$ cat src/rtl/configurable_mux_pkg.sv
// Shared types and helpers for the round-robin N-to-1 merge.
package configurable_mux_pkg;

  typedef enum logic {
    EMPTY = 1'b0,
    FULL  = 1'b1
  } out_state_e;

  function automatic int unsigned num_sources(input int unsigned sel_bits);
    return 32'd1 << sel_bits;
  endfunction

  function automatic int unsigned next_index(input int unsigned idx, input int unsigned n);
    return (idx + 1 >= n) ? 0 : idx + 1;
  endfunction

endpackage

$ cat src/rtl/rr_priority_picker.sv
// Combinational round-robin picker: first requester at or after ptr, wrapping.
module rr_priority_picker
  import configurable_mux_pkg::*;
#(
  parameter int unsigned nb_bits_select = 1,
  localparam int unsigned N = num_sources(nb_bits_select)
) (
  input  logic [N-1:0]              valid_i,
  input  logic [nb_bits_select-1:0] ptr,
  output logic [nb_bits_select-1:0] grant,
  output logic [N-1:0]              grant_onehot,
  output logic                      any_req
);

  logic [2*N-1:0]            doubled;
  logic [2*N-1:0]            rotated;
  logic [nb_bits_select-1:0] offset;
  logic                      found;

  // Rotating the doubled vector right by ptr puts the search start at bit 0,
  // so the first set bit gives the distance from ptr to the winner.
  always_comb begin
    doubled = {valid_i, valid_i};
    rotated = doubled >> ptr;
    any_req = |valid_i;
    offset  = '0;
    found   = 1'b0;
    for (int unsigned i = 0; i < N; i++) begin
      if (!found && rotated[i]) begin
        offset = nb_bits_select'(i);
        found  = 1'b1;
      end
    end
    grant        = ptr + offset;
    grant_onehot = any_req ? ({{(N-1){1'b0}}, 1'b1} << grant) : '0;
  end

endmodule

$ cat src/rtl/configurable_rr_mux.sv
// N-to-1 valid/ready merge with round-robin arbitration and a registered output.
module configurable_rr_mux
  import configurable_mux_pkg::*;
#(
  parameter int unsigned nb_bits_select        = 1,
  parameter int unsigned nb_bits_taille_donnes = 1,
  localparam int unsigned N = num_sources(nb_bits_select)
) (
  input  logic                                   clk_i,
  input  logic                                   rst_i,
  input  logic [N-1:0][nb_bits_taille_donnes-1:0] data_i,
  input  logic [N-1:0]                           valid_i,
  output logic [N-1:0]                           ready_o,
  output logic [nb_bits_taille_donnes-1:0]       data_o,
  output logic [nb_bits_select-1:0]              sel_o,
  output logic                                   valid_o,
  input  logic                                   ready_i
);

  out_state_e                 state_q, state_d;
  logic [nb_bits_select-1:0]  ptr_q;
  logic [nb_bits_select-1:0]  grant;
  logic [N-1:0]               grant_onehot;
  logic                       any_req;
  logic                       load_en;
  logic                       take;

  rr_priority_picker #(
    .nb_bits_select(nb_bits_select)
  ) u_picker (
    .valid_i      (valid_i),
    .ptr          (ptr_q),
    .grant        (grant),
    .grant_onehot (grant_onehot),
    .any_req      (any_req)
  );

  assign load_en = (state_q == EMPTY) || ready_i;
  assign take    = load_en && any_req && !rst_i;

  always_comb begin
    ready_o = '0;
    if (take) ready_o = grant_onehot;
  end

  always_ff @(posedge clk_i) begin
    if (rst_i) state_q <= EMPTY;
    else       state_q <= state_d;
  end

  always_comb begin
    state_d = state_q;
    if (load_en) state_d = any_req ? FULL : EMPTY;
  end

  always_comb begin
    valid_o = (state_q == FULL);
  end

  // Payload and pointer only move on an accepted beat; a drain without refill leaves them.
  always_ff @(posedge clk_i) begin
    if (rst_i) begin
      data_o <= '0;
      sel_o  <= '0;
      ptr_q  <= '0;
    end else if (take) begin
      data_o <= data_i[grant];
      sel_o  <= grant;
      ptr_q  <= nb_bits_select'(next_index(int'(grant), N));
    end
  end

endmodule

$ cat config.mk
export PLATFORM = sky130hd
export DESIGN_NAME = configurable_rr_mux
export DESIGN_NICKNAME = d
export VERILOG_FILES = /design/src/rtl/configurable_mux_pkg.sv /design/src/rtl/rr_priority_picker.sv /design/src/rtl/configurable_rr_mux.sv
export SDC_FILE = /design/constraint.sdc
export NUM_CORES = 1
export LEC_CHECK = 0
export CAP_MARGIN = 20
export CORE_AREA = 2 2 39 41
export DETAILED_ROUTE_END_ITERATION = 7
export DIE_AREA = 0 0 41 43
export GPL_ROUTABILITY_DRIVEN = 0
export PLACE_DENSITY = 0.53
export SETUP_SLACK_MARGIN = 0.3
export SLEW_MARGIN = 10
export SYNTH_ARGS = -nofsm -noshare
export SYNTH_HDL_FRONTEND = slang
export SYNTH_HIERARCHICAL = 1
export SYNTH_SLANG_ARGS = --single-unit
$ cat constraint.sdc
create_clock -name clk_i -period 1.2 [get_ports clk_i]
set_input_delay 0.24 -clock clk_i [delete_from_list [all_inputs] [get_ports clk_i]]
set_output_delay 0.24 -clock clk_i [all_outputs]
set_load 0.01 [all_outputs]
# Word-level counts from Yosys, hierarchy flattened
# Cells that the tools add are included.
# Widths: inputs -> output; s select.
# word_totals
ff_bits,4
wordCells,26
out_inout_bits,5
input_bits,7
# op_classes
n_lt_le_gt_ge,2
n_shift,2
reduce_logical,7
add_sub_neg,2
mux,8
bitwise,1
# op_table
op,n
$mux 1,6
$mux 2,2
$shr 4x1->2,1
$logic_and 1x1->1,3
$add 1x1->2 const B,1
$ge 2x2->1 const B,1
$logic_not 1->1,2
$lt 1x2->1 const B,1
$reduce_or 2->1,1
$shl 1x1->2 const A,1
$add 1x1->1,1
$logic_or 1x1->1,1
$not 1->1,1

# Longest topological paths before layout
# logic_depth
word_depth,9
ltp_mapped,4
depth_no_buf,4

# Cells and area by module
# The synthesis kept the hierarchy.
# modules_own_cells
module,instances,cells_each,seq_area_each_um2,area_each_um2
configurable_rr_mux,1,21,80.1,185.2
rr_priority_picker,1,6,0.0,36.3

# Worst setup path before layout
# OpenSTA, ideal clock, no wires.
# synth_path
path_kind,input-to-output
start,input valid_i[0]
end,output ready_o[0]
slack_ps,118
path_buffers,0
t_arrival_ps,842
required_time_ps,960
cell_stages,3
path_cell_list,or2_1 nor2b_2 and3_1
# synth_via
elab_chain_len,9
word_cells_on_any_way,12
classes_between,1 x add/sub; 2 x shift; 4 x mux; 5 x reduce/logical
# synth_rtl
item,line_no,text
start: declaration,configurable_rr_mux.sv:12,"input logic [N-1:0] valid_i,"
$shr 4x1->2,rr_priority_picker.sv:24,rotated = doubled >> ptr;
$mux 1,rr_priority_picker.sv:29,if (!found && rotated[i]) begin
$logic_not 1->1,rr_priority_picker.sv:29,
$logic_and 1x1->1,rr_priority_picker.sv:29,
$mux 1,rr_priority_picker.sv:29,
$add 1x1->1,rr_priority_picker.sv:34,grant = ptr + offset;
$shl 1x1->2,rr_priority_picker.sv:35,"grant_onehot = any_req ? ({{(N-1){1'b0}}, 1'b1} << grant) : '0;"
$mux 2,rr_priority_picker.sv:35,
$mux 2 *,configurable_rr_mux.sv:43,if (take) ready_o = grant_onehot;
end: declaration,configurable_rr_mux.sv:13,"output logic [N-1:0] ready_o,"
# Mark *: on every way between the ends. The rest lies on a longest branch, timed or not.

# Worst setup path after layout
# layout_path
start,register ptr_q
end,output ready_o[1]
# layout_via
elab_chain_len,9
# layout_rtl
item,line_no,text
start: declaration,configurable_rr_mux.sv:21,logic [nb_bits_select-1:0] ptr_q;
start signal: assignment,configurable_rr_mux.sv:69,"ptr_q <= nb_bits_select'(next_index(int'(grant), N));"
$shr 4x1->2,rr_priority_picker.sv:24,
$mux 1,rr_priority_picker.sv:29,
$logic_not 1->1,rr_priority_picker.sv:29,
$logic_and 1x1->1,rr_priority_picker.sv:29,
$mux 1,rr_priority_picker.sv:29,
$add 1x1->1 *,rr_priority_picker.sv:34,
$shl 1x1->2 *,rr_priority_picker.sv:35,
$mux 2 *,rr_priority_picker.sv:35,
net grant_onehot[1],configurable_rr_mux.sv:23,logic [N-1:0] grant_onehot;
$mux 2 *,configurable_rr_mux.sv:43,
# The timed path passes the listed nets; every way through them passes the cells marked *.

==> summary.md <==
| Metric | Value |
|---|---|
| Inst Count DP | 62 |
| Violated checks | negative setup slack |
| Sequential share of the synthesized area | 36.16% |
| DRT Wirelength | 644 um |
| Final min period | 1247 ps |
| Count of different cell masters after synthesis | 16 |
| Worst-margin pin slew | 160.1 ps |
| Mapped Nets | 34 |
| Area growth from synthesis to layout | 139.0% |
| Cts bufs inserted | 3 |
| Initial DRT Pass Iterations | 4 |
| Die span in x | 41 um |
| WL/cell | 9.333 um |
| GR Util met2 | 10.31% |
| Final setup fails | 2 |
| Hold Violations, Final | 0 |
| Setup WS post-layout | -47.23 ps |
| Mapped Area | 221.5 um^2 |
| Total track usage | 8.826% |
| Antenna viol nets, final | 0 |
| Crit path DAT | 1010 ps |
| Worst rel slew slack | 89.12% |
| Dpl hpwl | 443.2 um |
| Mapped Cells | 27 |
| Met1 Use GR | 11.86% |
| Number of synthesis warnings | 6 |
| H-tree levels | 1 |
| Synthesized area per cell | 8.202 um^2 |
| Starting Density | 16.00% |
| Worst Setup End Kind | output pin |
| Nets | 62 |
| Share of cells above drive strength 1 | 73.58% |
| Grt met3 use | 3.141% |
| Period utilization | 103.9% |
| Worst Path Max Fanout | 3 |
| IO Pins | 12 |
| #FFs+latches synth | 4 |
| First-pass GRT wire length | 993 um |
| GRT overflow | 0 |
| CTS tree | built |
| Setup CP Type | reg -> out |
| Row cnt | 14 |
| Clk_skew | 0.8745 ps |
| Peak VDD IR | 0.5067 mV |
| Pwr Density | 905.5 mW/mm^2 |
| Chip Height | 43 um |
| Lkg Pwr | 0.0002369 uW |
| Slew Viols, Final | 0 |
| Largest net degree at the start of global routing | 6 |
| Drt first-iter violations | 7 |
| Worst hold path class | reg -> reg |
| CP required | 960 ps |
| Initial antenna violation count | 0 |
| Longest Clk Path Bufs | 2 |
| Input/output buffers | 11 |
| Multi-input gate area | 193.9 um^2 |
| Number of global-route vias before repair | 262 |
| Vias per cell | 4.174 |
| Most used routing layer | met1 |
| F_max | 801.8 MHz |
| Clock sink count | 4 |
| Reg area | 85.08 um^2 |
| Max-Cap Viols | 0 |
| DR DRC count | 0 |
| Pre-CTS WS | -777.0 ps |
| Startpoint Class | flip-flop |
| Die area | 0.001763 mm^2 |
| Core area | 0.001384 mm^2 |
| Status | finished, violations left |
| Clk_lat worst skew | 230 ps |
| Fillers | 144 |
| Non-Filler Instances | 69 |
| Worst-path clk slew | 40 ps |
| Vias | 288 |
| Clk root buf | clkbuf_4 |
| RSZ-0062 raised after global routing | yes |
| Diode count | 0 |
-- layer usage --
layer  wire length [um]  vias up
met5                  0        -
met4                  0        0
met3                 52        0
met2                293       10
met1                298      131
li1                   -      147
-- sequential cells by signal, summed over array words and instances, names as in the netlist --
name and count:
valid_o 1, sel_o 1, ptr_q 1, data_o 1
-- cells in the final DEF (no fill, tap or decap), types with 2 or more instances in the layout --
| cell | instances |
|---|---|
| a211oi_2 | 2 |
| a21oi_1 | 3 |
| and3_4 | 2 |
| buf_4 | 11 |
| buf_6 | 7 |
| clkbuf_4 | 3 |
| clkdlybuf4s50_1 | 2 |
| dfxtp_2 | 4 |
| dlygate4sd2_1 | 2 |
| nor2_2 | 2 |
| nor2_4 | 2 |
-- worst paths after layout --
path / start / endpoint / slack, ps / cells past startpoint
max: ptr_q$_SDFFE_PP0P_ / ready_o[1] / -50 / 4
min: sel_o$_SDFFE_PP0P_ / sel_o$_SDFFE_PP0P_ / 480 / 2
max reg2reg: ptr_q$_SDFFE_PP0P_ / data_o$_SDFFE_PP0P_ / 110 / 5
min reg2reg: sel_o$_SDFFE_PP0P_ / sel_o$_SDFFE_PP0P_ / 480 / 2
-- Yosys cell counts, drive strengths merged --
library cell / n / share of area, %
and3: 2 / 5.6
nand3: 1 / 2.3
dfxtp: 4 / 36
nand2b: 1 / 2.8
or2: 1 / 2.8
nor2: 5 / 8.5
inv: 1 / 1.7
a21oi: 3 / 6.8
mux2i: 1 / 4.5
or2b: 1 / 3.4
o21ai: 1 / 2.3
a211oi: 2 / 6.8
nor2b: 1 / 4.0
and2b: 1 / 4.0
a21boi: 2 / 8.5
-- repair_timing --
item                       4_1_cts  5_1_grt
resized for setup               43        6
setup buffers                    3        1
pin swaps                        7        3
hold buffers                     0        0
setup endpoints to repair        9        9
-- logic make-up (layout without fill, tap and decap cells) --
| logic type | Yosys count | in the layout | share of synthesized area, % |
|---|---|---|---|
| AO/OA/AOI/OAI | 8 | 8 | 24.29 |
| buffers and inverters | 1 | 27 | 1.693 |
| flip-flops | 4 | 4 | 36.16 |
| multiplexers | 1 | 1 | 4.520 |
| AND/OR/NAND/NOR | 13 | 13 | 33.34 |
-- worst max-delay path, stage by stage, from the launching register on --
cell and delay, ps:
dfxtp_2 330, inv_1 40, a21boi_1 120, and3_4 190
buf_6 90
-- where the power goes --
part | internal, uW | total (uW) | switching (uW)
Combinational | 98.1 | 158 | 60.3
Sequential | 146 | 154 | 8.25
Clock | 112 | 167 | 54.9
-- metrics by stage --
stage | utilization [%] | cell area [um^2] | TNS [ps] | power [uW] | hold WS, ps
5_1_grt | 38.25 | 529.3 | -198.7 | 518.7 | 501.6
6_report | 38.25 | 529.3 | -76.71 | 479.2 | 484.2
2_1_floorplan | - | 240.2 | 0 | 203.3 | 305.3
3_5_place_dp | 31.10 | 430.4 | -2783 | 277.6 | 478.0
3_3_place_gp | 31.10 | 430.4 | -2735 | 277.8 | 476.4
4_1_cts | 35.90 | 496.7 | -114.5 | 469.9 | 490.0
-- area by class of cell --
type / instances / area share [%]
multi-input combinational: 22 / 36.64
timing repair buffer: 23 / 38.53
tap: 16 / 3.783
clock buffer: 3 / 4.255
sequential: 4 / 16.08
inverter: 1 / 0.7092
(Power assumes the default switching activity.)
